File: src/rtl/pipe_stage_reg_pkg.sv
// Shared widths, bubble value and enable constants for the pipe_stage_reg slice.
package pipe_stage_reg_pkg;

    localparam int unsigned INS_BUS_W = 16;
    localparam int unsigned PC_DATA_W = 16;
    localparam logic [15:0] NOP_INS   = 16'h0800;

    localparam logic PAUSE = 1'b1;
    localparam logic CLEAR = 1'b1;

    function automatic logic [1:0] count_valid(input logic a, input logic b);
        return {1'b0, a} + {1'b0, b};
    endfunction

endpackage

File: src/rtl/pipe_slot.sv
// One pipeline holding slot: a valid bit plus a data register with load/clear.
module pipe_slot #(
    parameter int unsigned W = 32
) (
    input  logic         clk,
    input  logic         rst,
    input  logic         load,
    input  logic         clear,
    input  logic [W-1:0] d,
    output logic         valid,
    output logic [W-1:0] q
);

    logic         valid_q;
    logic [W-1:0] data_q;

    // Clear only drops valid; data is kept so the PC stays visible while empty.
    always_ff @(posedge clk or posedge rst) begin
        if (rst) begin
            valid_q <= 1'b0;
            data_q  <= '0;
        end else if (clear) begin
            valid_q <= 1'b0;
        end else if (load) begin
            valid_q <= 1'b1;
            data_q  <= d;
        end
    end

    assign valid = valid_q;
    assign q     = data_q;

endmodule

File: src/rtl/pipe_stage_reg.sv
// Fetch/decode stage register: two-entry (main + skid) elastic buffer with flush.
module pipe_stage_reg
    import pipe_stage_reg_pkg::*;
#(
    parameter int unsigned        INS_W     = INS_BUS_W,
    parameter int unsigned        PC_W      = PC_DATA_W,
    parameter logic [INS_W-1:0]   EMPTY_INS = INS_W'(NOP_INS),
    parameter int unsigned        CNT_W     = 16
) (
    input  logic             clk,
    input  logic             rst,
    input  logic             in_valid,
    output logic             in_ready,
    input  logic [INS_W-1:0] in_ins,
    input  logic [PC_W-1:0]  in_pc,
    input  logic             flush,
    output logic             out_valid,
    input  logic             out_ready,
    output logic [INS_W-1:0] out_ins,
    output logic [PC_W-1:0]  out_pc,
    output logic [1:0]       occupancy,
    output logic [CNT_W-1:0] stall_cnt
);

    localparam int unsigned DW = INS_W + PC_W;

    logic          main_valid, skid_valid;
    logic [DW-1:0] main_q, skid_q, main_d;
    logic          main_load, main_clear, skid_load, skid_clear;
    logic          main_valid_d, skid_valid_d;
    logic          push, pop;
    logic [1:0]    occ_q;
    logic [CNT_W-1:0] stall_q;

    // in_ready comes straight from the skid valid flop; out_ready never reaches it.
    assign in_ready = !skid_valid;
    assign push     = in_valid && in_ready;
    assign pop      = main_valid && out_ready;

    always_comb begin
        main_load  = 1'b0;
        main_clear = 1'b0;
        skid_load  = 1'b0;
        skid_clear = 1'b0;
        main_d     = skid_valid ? skid_q : {in_ins, in_pc};
        if (flush) begin
            main_clear = 1'b1;
            skid_clear = 1'b1;
        end else begin
            if (!main_valid) begin
                main_load = push;
            end else if (pop) begin
                main_load  = skid_valid || push;
                main_clear = !skid_valid && !push;
                skid_clear = skid_valid;
            end else begin
                skid_load = push;
            end
        end
    end

    always_comb begin
        main_valid_d = main_valid;
        skid_valid_d = skid_valid;
        if (main_clear) begin
            main_valid_d = 1'b0;
        end else if (main_load) begin
            main_valid_d = 1'b1;
        end
        if (skid_clear) begin
            skid_valid_d = 1'b0;
        end else if (skid_load) begin
            skid_valid_d = 1'b1;
        end
    end

    pipe_slot #(
        .W (DW)
    ) u_main (
        .clk   (clk),
        .rst   (rst),
        .load  (main_load),
        .clear (main_clear),
        .d     (main_d),
        .valid (main_valid),
        .q     (main_q)
    );

    pipe_slot #(
        .W (DW)
    ) u_skid (
        .clk   (clk),
        .rst   (rst),
        .load  (skid_load),
        .clear (skid_clear),
        .d     ({in_ins, in_pc}),
        .valid (skid_valid),
        .q     (skid_q)
    );

    always_ff @(posedge clk or posedge rst) begin
        if (rst) begin
            occ_q   <= 2'd0;
            stall_q <= '0;
        end else begin
            occ_q <= count_valid(main_valid_d, skid_valid_d);
            if (main_valid && !out_ready && stall_q != '1) begin
                stall_q <= stall_q + CNT_W'(1);
            end
        end
    end

    assign out_valid = main_valid;
    assign out_ins   = main_valid ? main_q[DW-1:PC_W] : EMPTY_INS;
    assign out_pc    = main_q[PC_W-1:0];
    assign occupancy = occ_q;
    assign stall_cnt = stall_q;

endmodule

File: config.mk
export PLATFORM = sky130hd
export DESIGN_NAME = pipe_stage_reg
export DESIGN_NICKNAME = d
export VERILOG_FILES = /design/src/rtl/pipe_stage_reg_pkg.sv /design/src/rtl/pipe_slot.sv /design/src/rtl/pipe_stage_reg.sv
export SDC_FILE = /design/constraint.sdc
export NUM_CORES = 1
export LEC_CHECK = 0
export ABC_AREA = 1
export CAP_MARGIN = 15
export CORE_ASPECT_RATIO = 2
export CORE_UTILIZATION = 35
export DETAILED_ROUTE_END_ITERATION = 10
export SETUP_SLACK_MARGIN = 0.4
export SYNTH_ARGS = -nofsm -noshare
export SYNTH_HDL_FRONTEND = slang
export SYNTH_SLANG_ARGS = --single-unit
export TNS_END_PERCENT = 1
File: constraint.sdc
create_clock -name clk -period 3.1 [get_ports clk]
set_clock_uncertainty 0.1 [all_clocks]
set_input_delay 0.62 -clock clk [delete_from_list [all_inputs] [get_ports clk]]
set_output_delay 0.62 -clock clk [all_outputs]
set_load 0.02 [all_outputs]
Yosys cells after proc, flatten, opt, wreduce, memory -nomap -nowiden
Index checks and enable logic that the tools add are counted.
Widths: inputs -> output; s select.

word-level totals
  register bits after elaboration = 84
  bits in latches = 0
  memory bits (writable) = 0
  ROM bits = 0
  word-level logic and storage cells = 40
  memories kept = 0

operators by class
  add/sub/neg operators = 2
  multiply operators = 0
  div/mod/pow operators = 0
  order comparisons = 0
  equality and inequality tests = 1
  shift operators = 0
  multiplexer cells = 18
  bitwise logic cells = 2
  reductions and logical operators = 11

operators with widths
  kind                   number
  $mux 32                1
  $add 16x1->16 const B  1
  $mux 1                 16
  $mux 16                1
  $ne 16x16->1 const B   1
  $logic_and 1x1->1      5
  $reduce_and 2->1       2
  $logic_not 1->1        3
  $add 1x1->2            1
  $not 1->1              2
  $logic_or 1x1->1       1

Longest topological paths before layout
  word-level depth = 9
  depth in mapped cells = 10
  gate-level depth less buffers = 9

By module
A second synthesis with hierarchy kept.

unflattened totals
  cells, all modules = 607
  area total of the unflattened synthesis = 4443.0 um^2

modules (own cells, without submodules)
  module          times used  cells each  area each (um^2)
  pipe_slot       2           144         1331.3
  pipe_stage_reg  1           319         1780.5

Worst setup path after synthesis
OpenSTA, ideal clock, no wires.

  kind = flip-flop to output port
  start = register u_main.valid_q (netlist: u_main.valid)
  end = output port out_ins[10]
  data arrival time = 1102 ps
  setup slack = 1278 ps
  cell stages (with the launch flop) = 5
  path buffers = 2
  cell sequence = dfrtp_1 > buf_6 > clkbuf_1 > nand2_1 > inv_1

on the way
  cells in the longest elaborated chain, start to end = 1

RTL lines
  element                 line                   text
  from (decl)             pipe_slot.sv:14        logic valid_q;
  from (signal assigned)  pipe_slot.sv:20        valid_q <= 1'b0;
  from (signal assigned)  pipe_slot.sv:23        valid_q <= 1'b0;
  from (signal assigned)  pipe_slot.sv:25        valid_q <= 1'b1;
  $mux 16                 pipe_stage_reg.sv:114  assign out_ins = main_valid ? main_q[DW-1:PC_W] : EMPTY_INS;
  to (decl)               pipe_stage_reg.sv:19   output logic [INS_W-1:0] out_ins,

Every way passes these cells.

Worst setup path after layout
Ends and elaborated chain as after synthesis.

==> flow_summary_export.csv <==
group,metric,value,unit
clocking,cts_max_level,3,
sta,setup_viol,0,
setup_path,critical_path.max_stage_delay,0.59,ns
synth,netlist_area,4285,sq um
detailed_routing,route.final.wire_length,9.833,mm
setup_path,rr_startpoint,"u_skid.valid",
synth,syn-instance-count,521,
clocking,clk-insertion-delay-late,0.34,ns
status,status,"completed",
detailed_routing,ant_nets,0,
synth,synth.top_cell.area_share,0.4905,
floorplan,floorplan.die.height,158.5,um
clocking,clk_path_buf_depth,2,
hold_path,timing.hold.worst.class,"reg -> reg",
floorplan,die_w,80.24,um
detailed_routing,detail_route.iter0.violations,239,
setup_path,critical-path-top-delay-family,"buffers and inverters",
floorplan,standard_cell_row_count,56,
synth,ys_types,31,
pwr,vdd_drop_max,320.0,uV
clocking,tritoncts_num_sinks,84,
global_routing,grt_pass1_wl,16.57,mm
synth,synth.yosys.warnings,0,
clocking,cts_inserted_buffers,9,
clocking,holdBufCountCts,0,
detailed_routing,drc_errors,0,
place,preCtsSetupSlack,0.6189,ns
pwr,netsw,1.107,mW
sta,rsz_0062_raised_after_global_routing,"no",
pwr,power_density,627.9,nW/um^2
finish,area_growth,27.01,%
place,placement.cell_area,5160,sq um
floorplan,die-area,12720,sq um
sta,final_min_period_over_clock_period,0.7800,
sta,maxSlewViolCount,0,
clocking,cts_setup_buffers,0,
setup_path,reg2reg_depth,6,
finish,insertedDiodeCount,0,
clocking,clkSlewWorstSetupHoldPaths,0.07,ns
hold_path,min_to,"u_skid.q[14]",
global_routing,globalRouteOverflowTotal,0,
global_routing,pin_count_of_the_biggest_net_entering_global_routing,85,
setup_path,critical_path.endpoint_type,"primary output",
setup_path,regToRegEndpoint,"occupancy[0]",
synth,synth_fp_nets,560,
finish,stdcell_area,5443,sq um
setup_path,worstSetupStartpointType,"flop",
setup_path,critPathSlowestCell,"clkdlybuf4s50_1",
setup_path,critical_path.max_fanout,18,
pwr,internal-power,2.310,mW
sta,maxSlewHeadroom,0.6666,
finish,most-common-layout-cells,"142 x nand2_1, 88 x clkdlybuf4s50_1, 83 x dfrtp_1",
detailed_routing,post_drt_via_cell_ratio,4.691,
detailed_routing,vias,3467,
synth,synth.largest_area_cell,"dfrtp_1",
finish,fin_nets,628,
sta,period_needed,2.418,ns
pwr,total_leakage_power,2.699,nW
global_routing,grt_antenna_before_repair,0,
sta,final_number_of_hold_violating_endpoints,0,
sta,tns,0,ns
setup_path,reg2reg_setup_slack,1.10,ns
place,hpwl_detailed,6.734,mm
clocking,cts-resized-gates,0,
place,gp_weighted_congestion,0.8383,
hold_path,hold_start,"u_skid.q[14]",
detailed_routing,detail_route.wl_per_cell,13.31,um
detailed_routing,drt-pass1-iter-count,4,
synth,synth.yosys.seq_area_share,0.4905,
sta,clock.fmax,413.6,MHz
setup_path,crit_type,"reg -> out",
pwr,power.switching_fraction,0.3240,
hold_path,hold_depth,2,
synth,synth-seq-cells,84,
clocking,tritoncts,"yes",
finish,post_route_cells_drive_above_1_share,0.1077,
pwr,sequentialPowerShare,0.443,
setup_path,worstPathCellList,"nand2_1, inv_1, clkdlybuf4s50_1",
synth,syn-mean-instance-area,8.225,sq um
global_routing,via_count_of_the_first_global_routing_pass,3495,
clocking,clock_tree_root,"clkbuf_16",
synth,synth_area_leaders,"dfrtp_1 49%, nand2_1 12%, nor2_1 7.2%",
finish,fin_cells,739,
setup_path,path_buf_inv,2,
floorplan,fp.coreArea,11840,sq um
sta,finalWorstSetupSlack,0.6821,ns
floorplan,design.portCount,89,
global_routing,grt_resource_usage_total,0.1695,
pwr,totalPowerFinal,3.417,mW
place,place.port_buffers,88,
floorplan,floorplan.initialDensity,0.3619,
run,drv.max_cap_violation_count,0,
setup_path,worstPathRequired,2.38,ns
sta,timing_worst_slew_pin_value,0.4970,ns
pwr,combPwrFrac,0.259,
place,dp_cells,723,
setup_path,worst_endpoint_data_arrival_time,1.70,ns
pwr,p_clk_frac,0.298,
finish,layout_commonest_cell,"nand2_1",
layer usage:
layer | track usage | wire length (um) | share of wire
met5 | 0 | 0 | 0
met4 | 0.08248 | 272 | 0.028
met3 | 0.02808 | 336 | 0.034
met2 | 0.2987 | 5170 | 0.53
met1 | 0.1952 | 4053 | 0.41
cell type report:
cell class / count / area [sq um]
multi-input combinational: 329 / 1633
tap: 145 / 181.4
timing repair buffer: 96 / 978.4
clock inverter: 7 / 56.30
sequential: 84 / 2103
fill: 1201 / 6399
inverter: 69 / 265.3
clock buffer: 9 / 225.2
tightest hold or removal path: cells and delay by family (launching register included):
| kind | cells | cell delay (ns) |
|---|---|---|
| flip-flops | 1 | 0.34 |
| AND/OR/NAND/NOR | 1 | 0.06 |
| AO/OA/AOI/OAI | 1 | 0.05 |
power groups by stage:
| stage | Sequential (mW) | Clock, mW | Combinational (mW) |
|---|---|---|---|
| floorplan | 1.53 | 0 | 0.577 |
| global placement | 1.52 | 0 | 0.876 |
| detailed placement | 1.53 | 0 | 0.895 |
| CTS | 1.51 | 1.05 | 0.900 |
| global route | 1.54 | 1.09 | 0.983 |
| finish | 1.51 | 1.02 | 0.884 |
synth_stat cells:
cell type / instances
inv_1: 66
nor2_1: 82
inv_2: 1
clkinv_1: 1
o21ai_1: 10
nand4_1: 4
o21ai_0: 6
xnor2_1: 2
a21oi_2: 1
inv_4: 1
nor3_1: 1
nand2_2: 3
dfrtp_1: 84
o21ai_2: 26
xor2_1: 3
nand3_2: 1
nor2_2: 3
ha_1: 2
nand2_1: 142
buf_6: 11
nor2_4: 1
clkbuf_2: 1
buf_4: 16
clkbuf_1: 6
nand3_1: 6
a21oi_1: 1
a211oi_1: 1
o31ai_1: 32
buf_2: 5
nor2_8: 1
nand3b_1: 1
cell families after synthesis:
family	count (synthesis)	share of synthesized area
AO/OA/AOI/OAI	77	0.1328
buffers and inverters	108	0.1302
AND/OR/NAND/NOR	245	0.2304
XOR/XNOR	5	0.01022
adder cells (fa/ha/maj)	2	0.005838
flip-flops	84	0.4905
sequential cells by signal, summed over array words and instances (netlist names):
| signal | flops |
|---|---|
| occupancy | 2 |
| stall_cnt | 16 |
| u_main.q | 32 |
| u_main.valid | 1 |
| u_skid.q | 32 |
| u_skid.valid | 1 |
stage by stage:
stage | utilization | hold WS, ns
after floorplan | - | 0.3515
after global placement | 0.4358 | 0.3638
after detailed placement | 0.4358 | 0.3681
after CTS | 0.4595 | 0.3857
after global routing | 0.4596 | 0.3972
final | 0.4596 | 0.3833
worst max path at each step:
stage,start,endpoint,slack [ns],cells after the start
5_1_grt,u_main.valid,out_ins[5],0.58,3
3_3_place_gp,in_valid,occupancy[0],0.64,6
4_1_cts,u_main.valid,out_ins[10],0.44,3
6_report,u_main.valid,out_ins[10],0.68,3
3_5_place_dp,in_valid,occupancy[0],0.62,6
2_1_floorplan,u_main.valid,out_ins[10],1.28,4
Power figures use the tool's default switching activity.
